$ cat config.mk
export PLATFORM = sky130hd
export DESIGN_NAME = bus_arbiter_n
export DESIGN_NICKNAME = d
export VERILOG_FILES = /design/src/rtl/bus_pkg.sv /design/src/rtl/arb_rr_picker.sv /design/src/rtl/bus_arbiter_n.sv
export SDC_FILE = /design/constraint.sdc
export NUM_CORES = 1
export LEC_CHECK = 0
export ABC_AREA = 1
export BUFFER_PORTS_ARGS = -buffer_cell sky130_fd_sc_hd__buf_2
export CORE_ASPECT_RATIO = 1.25
export CORE_UTILIZATION = 37
export CTS_CLUSTER_SIZE = 28
export DETAILED_ROUTE_END_ITERATION = 8
export GPL_ROUTABILITY_DRIVEN = 0
export SLEW_MARGIN = 20
export SYNTH_ARGS = -nofsm -noshare
export SYNTH_HDL_FRONTEND = slang
export SYNTH_SLANG_ARGS = --single-unit
$ cat constraint.sdc
create_clock -name clk -period 1.8 [get_ports clk]
set_input_delay 0.09 -clock clk [delete_from_list [all_inputs] [get_ports clk]]
set_output_delay 0.09 -clock clk [all_outputs]
set_load 0.02 [all_outputs]
$ cat src/rtl/bus_pkg.sv
// Shared definitions for the serial system bus arbiter: state encoding,
// a constant-friendly log2 helper and the default inactivity timeout.
package bus_pkg;

   typedef enum logic [1:0] {
      ST_IDLE  = 2'd0,
      ST_OWNED = 2'd1,
      ST_GAP   = 2'd2
   } arb_state_e;

   localparam int DEFAULT_TIMEOUT = 256;

   // Ceiling log2, usable in parameter expressions.
   function automatic int clog2_int(input int value);
      int r;
      r = 0;
      while ((1 << r) < value) r++;
      return r;
   endfunction

endpackage

$ cat src/rtl/arb_rr_picker.sv
// Combinational winner selection: first set request scanning upward from ptr
// with wrap-around, or from index 0 when rr_en is low (fixed priority).
module arb_rr_picker #(
   parameter int N   = 4,
   parameter int IDW = 2
) (
   input  logic [N-1:0]   req,
   input  logic [IDW-1:0] ptr,
   input  logic           rr_en,
   output logic           valid,
   output logic [IDW-1:0] idx
);

   localparam int          W1    = IDW + 1;
   localparam logic [IDW:0] N_EXT = W1'(N);

   logic [IDW:0] base;
   logic [IDW:0] cand;

   always_comb begin
      valid = 1'b0;
      idx   = '0;
      base  = '0;
      cand  = '0;
      // An out-of-range pointer falls back to index 0 so the wrap stays single-step.
      if (rr_en && ({1'b0, ptr} < N_EXT)) base = {1'b0, ptr};
      for (int i = 0; i < N; i++) begin
         cand = base + W1'(i);
         if (cand >= N_EXT) cand = cand - N_EXT;
         if (!valid && req[cand[IDW-1:0]]) begin
            valid = 1'b1;
            idx   = cand[IDW-1:0];
         end
      end
   end

endmodule

$ cat src/rtl/bus_arbiter_n.sv
// N-master bus arbiter: IDLE/OWNED/GAP FSM with round-robin or fixed priority,
// an inactivity timeout that forces release, and one idle slot between owners.
module bus_arbiter_n
   import bus_pkg::*;
#(
   parameter int  NUM_MASTERS = 4,
   parameter int  RR_MODE     = 1,
   parameter int  TIMEOUT     = DEFAULT_TIMEOUT,
   localparam int IDW         = $clog2(NUM_MASTERS)
) (
   input  logic                   clk,
   input  logic                   rst,
   input  logic [NUM_MASTERS-1:0] breq,
   output logic [NUM_MASTERS-1:0] bgrant,
   input  logic                   bus_mvalid,
   input  logic                   bus_svalid,
   output logic [IDW-1:0]         owner,
   output logic                   bus_busy,
   output logic                   timeout,
   output logic [IDW-1:0]         timeout_id,
   output arb_state_e             state_dbg
);

   // Request/grant handshake: breq is a level a master holds for its whole
   // transaction; bgrant rises on the edge after breq is seen in IDLE and stays
   // until that master drops breq or the inactivity timeout fires.

   localparam int             CW       = clog2_int(TIMEOUT + 1);
   localparam logic [CW-1:0]  CNT_LAST = CW'(TIMEOUT - 1);
   localparam logic [CW-1:0]  CNT_MAX  = {CW{1'b1}};
   localparam logic [IDW-1:0] IDX_LAST = IDW'(NUM_MASTERS - 1);
   localparam logic           RR_EN    = (RR_MODE != 0);

   arb_state_e             state_q, state_d;
   logic [NUM_MASTERS-1:0] bgrant_q, bgrant_d;
   logic [IDW-1:0]         owner_q, owner_d;
   logic                   busy_q, busy_d;
   logic                   timeout_q, timeout_d;
   logic [IDW-1:0]         timeout_id_q, timeout_id_d;
   logic [IDW-1:0]         rr_ptr_q, rr_ptr_d;
   logic [CW-1:0]          idle_cnt_q, idle_cnt_d;

   logic                   pick_valid;
   logic [IDW-1:0]         pick_idx;
   logic                   activity;

   arb_rr_picker #(
      .N   (NUM_MASTERS),
      .IDW (IDW)
   ) u_picker (
      .req   (breq),
      .ptr   (rr_ptr_q),
      .rr_en (RR_EN),
      .valid (pick_valid),
      .idx   (pick_idx)
   );

   assign activity = bus_mvalid | bus_svalid;

   always_ff @(posedge clk or posedge rst) begin
      if (rst) begin
         state_q      <= ST_IDLE;
         bgrant_q     <= '0;
         owner_q      <= '0;
         busy_q       <= 1'b0;
         timeout_q    <= 1'b0;
         timeout_id_q <= '0;
         rr_ptr_q     <= '0;
         idle_cnt_q   <= '0;
      end else begin
         state_q      <= state_d;
         bgrant_q     <= bgrant_d;
         owner_q      <= owner_d;
         busy_q       <= busy_d;
         timeout_q    <= timeout_d;
         timeout_id_q <= timeout_id_d;
         rr_ptr_q     <= rr_ptr_d;
         idle_cnt_q   <= idle_cnt_d;
      end
   end

   always_comb begin
      state_d      = state_q;
      bgrant_d     = bgrant_q;
      owner_d      = owner_q;
      busy_d       = busy_q;
      timeout_d    = 1'b0;
      timeout_id_d = timeout_id_q;
      rr_ptr_d     = rr_ptr_q;
      idle_cnt_d   = idle_cnt_q;

      case (state_q)
         ST_IDLE: begin
            if (pick_valid) begin
               state_d    = ST_OWNED;
               bgrant_d   = NUM_MASTERS'(1) << pick_idx;
               owner_d    = pick_idx;
               busy_d     = 1'b1;
               idle_cnt_d = '0;
               if (RR_EN) rr_ptr_d = (pick_idx == IDX_LAST) ? '0 : pick_idx + 1'b1;
            end
         end

         ST_OWNED: begin
            // A voluntary drop wins over a timeout landing on the same edge.
            if (!breq[owner_q]) begin
               state_d  = ST_GAP;
               bgrant_d = '0;
               busy_d   = 1'b0;
            end else if (!activity && (idle_cnt_q == CNT_LAST)) begin
               state_d      = ST_GAP;
               bgrant_d     = '0;
               busy_d       = 1'b0;
               timeout_d    = 1'b1;
               timeout_id_d = owner_q;
            end else if (activity) begin
               idle_cnt_d = '0;
            end else if (idle_cnt_q != CNT_MAX) begin
               idle_cnt_d = idle_cnt_q + 1'b1;
            end
         end

         ST_GAP: begin
            state_d = ST_IDLE;
         end

         default: begin
            state_d  = ST_IDLE;
            bgrant_d = '0;
            busy_d   = 1'b0;
         end
      endcase
   end

   assign bgrant     = bgrant_q;
   assign owner      = owner_q;
   assign bus_busy   = busy_q;
   assign timeout    = timeout_q;
   assign timeout_id = timeout_id_q;
   assign state_dbg  = state_q;

endmodule

Yosys cells after proc, flatten, opt, wreduce, memory -nomap -nowiden
Cells that the tools add are included.

cells by class
  $add $sub $neg = 9
  order comparisons = 9
  equal/unequal tests = 10
  shift operators = 1
  muxes and demuxes = 44
  bitwise gates (word level) = 2
  reduce and logical (&&, ||, !) cells = 15

operators with widths
  cell                                                                    number
  9-bit two-way mux                                                       5
  2-bit two-way mux                                                       12
  9-bit case mux with 2 select lines                                      1
  2-bit by 3-bit < comparator with 1-bit output (second input constant)   5
  1-bit two-way mux                                                       15
  4-bit two-way mux                                                       3
  4-bit case mux with 3 select lines                                      1
  1-bit binary-select mux with 2-bit select                               5
  9-bit by 1-bit adder with 9-bit output (second input constant)          1
  9-bit by 8-bit equality test with 1-bit output (second input constant)  1
  3-bit greater-or-equal comparator (second input constant)               3
  9-bit inequality test (second input constant)                           1
  2-bit by 1-bit subtractor with 2-bit output (second input constant)     4
  2-bit by 2-bit adder with 3-bit output (second input constant)          2
  2-bit inequality test (second input constant)                           3
  3-bit inequality test (second input constant)                           2
  3-bit AND reduction                                                     2
  5-bit AND reduction                                                     1
  2-bit equality test (second input constant)                             2
  1-bit logical AND                                                       4
  1-bit zero test                                                         4
  2-bit case mux with 2 select lines                                      1
  2-bit AND reduction                                                     2
  1-bit by 2-bit left shift with 4-bit output (first input constant)      1
  other kinds (9)                                                         9

storage, ports and cells
  register bits after elaboration = 23
  bits of input ports = 8
  output and inout port bits = 12
  logic and storage cells = 98

Depth between registers and ports, before layout
Gate-level depths: netlist (run 1).

  word-level depth = 17
  mapped depth = 13

By module
Synthesis (run 1) repeated with hierarchy kept, for this count alone.

unflattened totals
  cell total of the unflattened synthesis = 237
  area total of the unflattened synthesis = 1577.8 um^2

modules (own cells, without submodules)
  module         instances  cells each  area an instance (um^2)
  bus_arbiter_n  1          173         1283.7
  arb_rr_picker  1          64          294.0

Worst setup path before layout (run 1)
OpenSTA, ideal clock, no wires.

  kind = reg2reg
  from = register idle_cnt_q[0]
  to = register idle_cnt_q[0]
  library setup time = 0.117 ns
  data arrival time = 1.718 ns
  slack = -0.034 ns
  stages on the path, launching flop included = 14
  buffers on the path = 0
  cell sequence = dfrtp_1 ha_1 nand4_1 nor2_1 nand2_1 nor2_1 ha_1 nand2_1 nand3_1 inv_1 nand2_2 nand2_2 nand2_1 nand2_1

on the way
  word-level cells in the longest chain between the ends = 6
  elaborated cells between the ends (all ways) = 12
  those cells by class = add/sub (1); eq/ne (4); mux (5); reduce/logical (2)

ends and longest elaborated chain
  element                                 line                  text
  start: declaration                      bus_arbiter_n.sv:41   logic [CW-1:0] idle_cnt_q, idle_cnt_d;
  start signal: assignment                bus_arbiter_n.sv:78   idle_cnt_q <= idle_cnt_d;
  9-bit by 1-bit adder with 9-bit output  bus_arbiter_n.sv:119  idle_cnt_d = idle_cnt_q + 1'b1;
  9-bit two-way mux                       bus_arbiter_n.sv:118  end else if (idle_cnt_q != CNT_MAX) begin
  9-bit two-way mux                       bus_arbiter_n.sv:116  end else if (activity) begin
  9-bit two-way mux                       bus_arbiter_n.sv:110  end else if (!activity && (idle_cnt_q == CNT_LAST)) begin
  9-bit two-way mux                       bus_arbiter_n.sv:106  if (!breq[owner_q]) begin
  9-bit case mux with 2 select lines      bus_arbiter_n.sv:92   case (state_q)

Parallel ways exist; a longest one is shown, timed or not. The select of a mux whose other input is x is not followed.
A chain may end at the register's enable or synchronous reset.

Worst setup path after layout (run 1)
  from = register idle_cnt_q[1]
  to = register idle_cnt_q[0]

on the way
  word-level cells in the longest chain between the ends = 4
  elaborated cells between the ends (all ways) = 6
  those cells by class = eq/ne (4); reduce/logical (2)

ends and longest elaborated chain
  element                                         line
  9-bit by 8-bit equality test with 1-bit output  bus_arbiter_n.sv:110
  1-bit logical AND                               bus_arbiter_n.sv:110
  2-bit inequality test (no line)                 --
  5-bit AND reduction (no line) (*)               --

Mark *: on every way between the ends. The rest lies on a longest branch, timed or not.

==> results of run 1 <==
## cell usage after synthesis, drive strengths merged
master   n  area (um2)
nand4    4       25.02
nand2   92       372.9
a31o     1       8.760
xnor2    1       8.760
o21ai    8       40.04
nor2    19       90.09
ha       7       87.58
inv     25       93.84
buf      2       22.52
o211ai   1       7.510
a31oi    1       6.260
dfrtp   23       575.6
nand3b   1       7.510
a21oi    2       10.01
nor3     1       5.000
nand3   25       140.1
## final timing paths
| kind | from | slack [ns] | endpoint | depth (start not counted) |
|---|---|---|---|---|
| min reg2reg | timeout_id[0] | 0.48 | timeout_id[0] | 2 |
| max reg2reg | idle_cnt_q[1] | -0.09 | idle_cnt_q[0] | 13 |
| min | bus_mvalid | 0.20 | state_dbg[0] | 5 |
| min in group asynchronous | rst | 0.41 | bgrant[0] | 4 |
| max | idle_cnt_q[1] | -0.09 | idle_cnt_q[0] | 13 |
| max in group asynchronous | rst | 1.14 | rr_ptr_q[0] | 4 |
## layout make-up
class	count	area share
multi-input cells	164	0.4409
clock inverters	1	0.002221
repair buffers	67	0.2099
flip-flops and latches	23	0.2560
well taps	54	0.02998
inverters	25	0.04275
clock buffers	3	0.01832
## what timing repair did
item | CTS | global route
hold endpoints to repair | 23 | 0
endpoints found under the setup margin | 15 | 22
cloned | 1 | 0
setup buffers | 7 | 13
hold buffers | 1 | 0
pin swaps | 6 | 25
resized for setup | 15 | 44
## state kept, by name (all words and copies together), names as in the netlist
signal / flops
idle_cnt_q: 9
bgrant: 4
owner: 2
rr_ptr_q: 2
state_dbg: 2
timeout_id: 2
bus_busy: 1
timeout: 1
## layer usage
layer  up-vias  track usage  wire, um
li1        814            -         -
met1       729       0.2391      1700
met2        24       0.3497      2171
met3         4      0.02128        84
met4         0      0.06878        42
met5         -            0         0
## power by group through the flow
stage          logic, uW  registers, uW  clock network, uW
5_1_grt             3110            780                347
3_5_place_dp        2000            753                  0
6_report            2820            758                320
3_3_place_gp        2010            757                  0
2_1_floorplan       1230            829                  0
4_1_cts             2280            745                332
## logic make-up after synthesis
family                   share of synthesized area
AND/OR/NAND/NOR                             0.4267
buffers and inverters                      0.07750
flip-flops                                  0.3833
AO/OA/AOI/OAI                              0.04834
adder cells (fa/ha/maj)                    0.05833
XOR/XNOR                                  0.005834
## per-stage QoR
| stage | util | instance area [um2] | setup TNS [ns] | total power (uW) |
|---|---|---|---|---|
| after floorplan | - | 1506 | 0 | 2058 |
| after global placement | 0.4846 | 1864 | -0.4366 | 2762 |
| after detailed placement | 0.4846 | 1864 | -1.199 | 2750 |
| after CTS | 0.5246 | 2018 | 0 | 3359 |
| after global routing | 0.5857 | 2253 | -3.835 | 4235 |
| final | 0.5857 | 2253 | -1.022 | 3897 |
## layout by cell type, fill, tap and decap left out, types with 2 or more instances in the layout
cell,n
dfrtp_1,22
nand3_1,17
o21ai_2,2
ha_2,2
nand2_2,18
inv_2,7
nor2_2,2
nand4_1,4
buf_4,43
o21ai_1,4
nand2_1,65
ha_1,4
nor2_1,14
nor2_4,2
clkbuf_8,3
inv_1,17
nand3_2,7
o21ai_0,2
buf_2,19
nand2_4,9
buf_6,4
## critical path: stages, from the launching register on
cell and delay (ns):
dfrtp_1 0.37, ha_2 0.20, nand4_1 0.12, nor2_1 0.12
nand2_1 0.09, nor2_2 0.16, ha_2 0.20, nand2_2 0.05
nand3_2 0.10, inv_4 0.06, nand2_4 0.09, nand2_8 0.08
nand2_1 0.07, nand2_1 0.06
==> results_dict.tcl, run 1 <==
set metrics [dict create \
    crit_path_start_kind "register" \
    worst_hold_slack_ns 0.2027 \
    root_buffer "clkbuf_8" \
    drt-total-wl_mm 3.998 \
    p_int_uw 2015 \
    grtUsageTotal 0.1954 \
    final-hold-violation-count 0 \
    area_growth_pct 50.08 \
    clk_pin_slew_ns 0.09 \
    dp.cells 313 \
    first_pass_iters 4 \
    max_slew_margin 0.7923 \
    final-seq-area_um2 576.8 \
    place_worst_setup_slack_ns -0.1138 \
    clockBufferDepth 2 \
    grt_pass1_vias 1447 \
    endpoint_kind "register" \
    slew_violations 0 \
    finalWorstSetupSlack_ns -0.08674 \
    rows 25 \
    tightest_slew_ns 0.3113 \
    io_buffers 19 \
    drt-initial-drc-count 32 \
    die_h_um 73.22 \
    clock-skew-final_ns 0.006838 \
    clock_power_share 0.082 \
    cts_buffers 3 \
    cts_sinks 23 \
    fin_crit_sh 1.048 \
    required_ns 1.96 \
    switchingPower_uw 1883 \
    crit_fanout 9 \
    rsz0062_at_grt "yes" \
    vdd_drop_max_mv 0.6446 \
    p_leak_uw 0.001226 \
    avgSynthCellArea_um2 7.049 \
    drv_cap 0 \
    crit_arrival_ns 2.05 \
    final_cells 337 \
    clkLatencyLatePin_ns 0.26 \
    multi_input_area_um2 993.5 \
    h-tree-depth 1 \
    vias 1571 \
    period_minus_slack_ns 1.887 \
    synth.distinct_cells 24 \
    finalSetupViolCount 16 \
    start_util 0.3902 \
    max_freq_mhz 530.0 \
    grt_max_degree 24 \
    p_sw_frac 0.4831 \
    p_comb_frac 0.723 \
    path_class "reg -> reg" \
    ios 20 \
    ys_warn_count 0 \
    violations "setup timing" \
    drc_errors 0 \
    cts_tree "built" \
    gr-total-overflow 0 \
    vias_per_cell 4.662 \
    post_drt_wl_per_cell_um 11.86 \
    fp.coreArea_um2 3847 \
    synth_area_um2 1501 \
    seq_power_share 0.195 \
    status "finished with violations" \
    layout-drive-gt1-share 0.4488 \
    die_area_um2 4318 \
    syn_nets 228 \
    synth-seq-area-share 0.3833 \
    syn_inst 213 \
    die_w_um 58.98 \
    antenna_found_initial 0 \
    antenna_cells 0 \
    min_path_type "in -> reg" \
    dpl.hpwl_mm 2.632 \
    synth_seq_cells 23 \
    detail-route-antenna-nets 0 \
    powerDensity_nw_per_um2 1730 \
    fill_cells 381 \
    fin_nets 299 \
    grt_pass1_wl_mm 6.382 \
]
No activity file was read; power rests on OpenSTA's default activity.
==> inputs of run 2 (changes only) <==
--- a/config.mk
+++ b/config.mk
@@ -12,6 +12,8 @@
 export CTS_CLUSTER_SIZE = 28
 export DETAILED_ROUTE_END_ITERATION = 8
 export GPL_ROUTABILITY_DRIVEN = 0
+export HOLD_SLACK_MARGIN = 0.03
+export PLACE_DENSITY = 0.56
 export SLEW_MARGIN = 20
 export SYNTH_ARGS = -nofsm -noshare
 export SYNTH_HDL_FRONTEND = slang
==> run 2 against run 1 <==
Compared with the run above:
- the flow still finishes with violations (setup timing)
- wire length shrank 7.9%
- clock skew shrank 0.0012 ns
- final area shrank 2.4%
- clock power is essentially flat
- power shrank 5.2%
- utilization shrank 1.4 points
- first-iteration DRC count grew 31%
- largest cell class unchanged
- highest routed layer unchanged
- sequential share of layout area grew 0.64 points
- combinational power shrank 7.1%
- hold slack gained 0.060 ns
- non-clock buffer count shrank 8
- worst setup slack gained 0.084 ns
==> results_dict.tcl, run 2 (synthesis results as in run 1) <==
set metrics [dict create \
    layout-drive-gt1-share 0.4343 \
    vdd_drop_max_mv 0.6811 \
    cts_sinks 23 \
    min_path_type "in -> reg" \
    critPathBufInv 2 \
    die_w_um 58.98 \
    total_power_uw 3695 \
    drv_cap 0 \
    drt-initial-drc-count 42 \
    crit_chain "clkinv_4, nand2_4, nand2_4, nand2_4, nand2_4, nor2_8, nand3_2, nand3_2, nand2_2, buf_4, ha_1, nand2_1, nand2_1" \
    gr-total-overflow 0 \
    cts_buffers 3 \
    vias_per_cell 4.735 \
    max_freq_mhz 554.7 \
    detail-route-antenna-nets 0 \
    die_h_um 73.22 \
    dpl.hpwl_mm 2.682 \
    period_minus_slack_ns 1.803 \
    first_pass_iters 4 \
    crit_path_start_kind "register" \
    multi_input_area_um2 999.7 \
    fill_cells 378 \
    final-seq-area_um2 576.8 \
    violations "setup timing" \
    worstSetupStartpoint "rr_ptr_q[1]" \
    dp.cells 311 \
    cp_slowest_cell "dfrtp_2" \
    grtUsageTotal 0.1845 \
    root_buffer "clkbuf_8" \
    fin_nets 290 \
    tightest_slew_ns 0.3094 \
    area_growth_pct 46.42 \
    cts_tree "built" \
    max_slew_margin 0.7930 \
    final-hold-violation-count 0 \
    fin_crit_sh 1.002 \
    powerDensity_nw_per_um2 1681 \
    slew_violations 0 \
    clk_pin_slew_ns 0.08 \
    grt_max_degree 24 \
    h-tree-depth 1 \
    r2r-end "bgrant[1]" \
    fp.coreArea_um2 3847 \
    largest_reg_flops 9 \
    finalWorstSetupSlack_ns -0.002720 \
    critPathCapture "bgrant[1]" \
    start_util 0.3902 \
    clkLatencyLatePin_ns 0.26 \
    layout_common_cells "nand2_1 (68), buf_4 (36), dfrtp_1 (22)" \
    vias 1553 \
    rsz0062_at_grt "yes" \
    required_ns 1.96 \
    cp_common_cell "nand2_4" \
    critPathMaxStageDelay_ns 0.46 \
    rows 25 \
    antenna_cells 0 \
    layout_commonest_cell "nand2_1" \
    crit_cells 13 \
    drt-total-wl_mm 3.684 \
    grt_pass1_wl_mm 6.134 \
    crit_family "simple AND/OR/NAND/NOR gates" \
    post_drt_wl_per_cell_um 11.23 \
    final_cells 328 \
    top_register "idle_cnt_q" \
    drc_errors 0 \
    p_leak_uw 0.001203 \
    finalSetupViolCount 1 \
    clockBufferDepth 2 \
    clock-skew-final_ns 0.005608 \
    antenna_found_initial 0 \
    die_area_um2 4318 \
    timing.rr.start "rr_ptr_q[1]" \
    crit_fanout 6 \
    path_class "reg -> reg" \
    crit_arrival_ns 1.97 \
    endpoint_kind "register" \
    grt_pass1_vias 1493 \
    reg2reg_slack_ns -0.003 \
    rr_worst_depth 13 \
    ios 20 \
    io_buffers 19 \
    status "finished with violations" \
]
run 2: worst min-delay path by stage:
| stage | slack (ns) | cells after the start | from | endpoint |
|---|---|---|---|---|
| detailed placement | 0.15 | 3 | rst | bus_busy |
| global route | 0.29 | 5 | bus_mvalid | timeout_id[0] |
| global placement | 0.15 | 3 | rst | bgrant[0] |
| finish | 0.26 | 5 | bus_mvalid | timeout_id[0] |
| CTS | 0.21 | 4 | bus_mvalid | timeout |
| floorplan | 0.09 | 1 | rst | bgrant[0] |
run 2: through the flow:
step	utilization	cell area, um2	setup slack [ns]	TNS (ns)	hold slack [ns]
after floorplan	-	1506	0.0002208	0	0.09192
after global placement	0.4807	1849	-0.1300	-1.265	0.1493
after detailed placement	0.4807	1849	-0.1004	-1.288	0.1519
after CTS	0.5132	1974	-0.007434	-0.01701	0.2104
after global routing	0.5714	2198	-0.1466	-2.100	0.2950
final	0.5714	2198	-0.002720	-0.002720	0.2626
run 2: layer usage:
metal | up-vias | routed length, um | global-route usage | share of wire
met5 | - | 0 | 0 | 0
met4 | 0 | 53 | 0.06614 | 0.014
met3 | 4 | 66 | 0.02482 | 0.018
met2 | 16 | 2028 | 0.3460 | 0.55
met1 | 740 | 1536 | 0.2081 | 0.42
li1 | 793 | - | - | -
run 2: area by class of cell:
type | count | share of cell area
clock buffers | 3 | 0.01878
well taps | 54 | 0.03073
flip-flops and latches | 23 | 0.2624
repair buffers | 59 | 0.1861
multi-input cells | 163 | 0.4548
inverters | 25 | 0.04496
clock inverters | 1 | 0.002277
run 2: worst min-delay path: cells and delay by family:
family | cells | cell delay (ns)
buf+inv | 1 | 0.08
simple gates | 4 | 0.32
run 2: timing repair:
item | CTS | global route
setup endpoints to repair | 14 | 21
hold buffers | 1 | 0
buffers inserted | 3 | 9
pin swaps | 1 | 21
endpoints found under the hold margin | 23 | 0
resized for setup | 13 | 48
gates cloned | 0 | 0
run 2: power by group:
group	internal, uW	switching [uW]
registers	641	118
clock network	154	163
logic	1080	1540
total	1870	1820
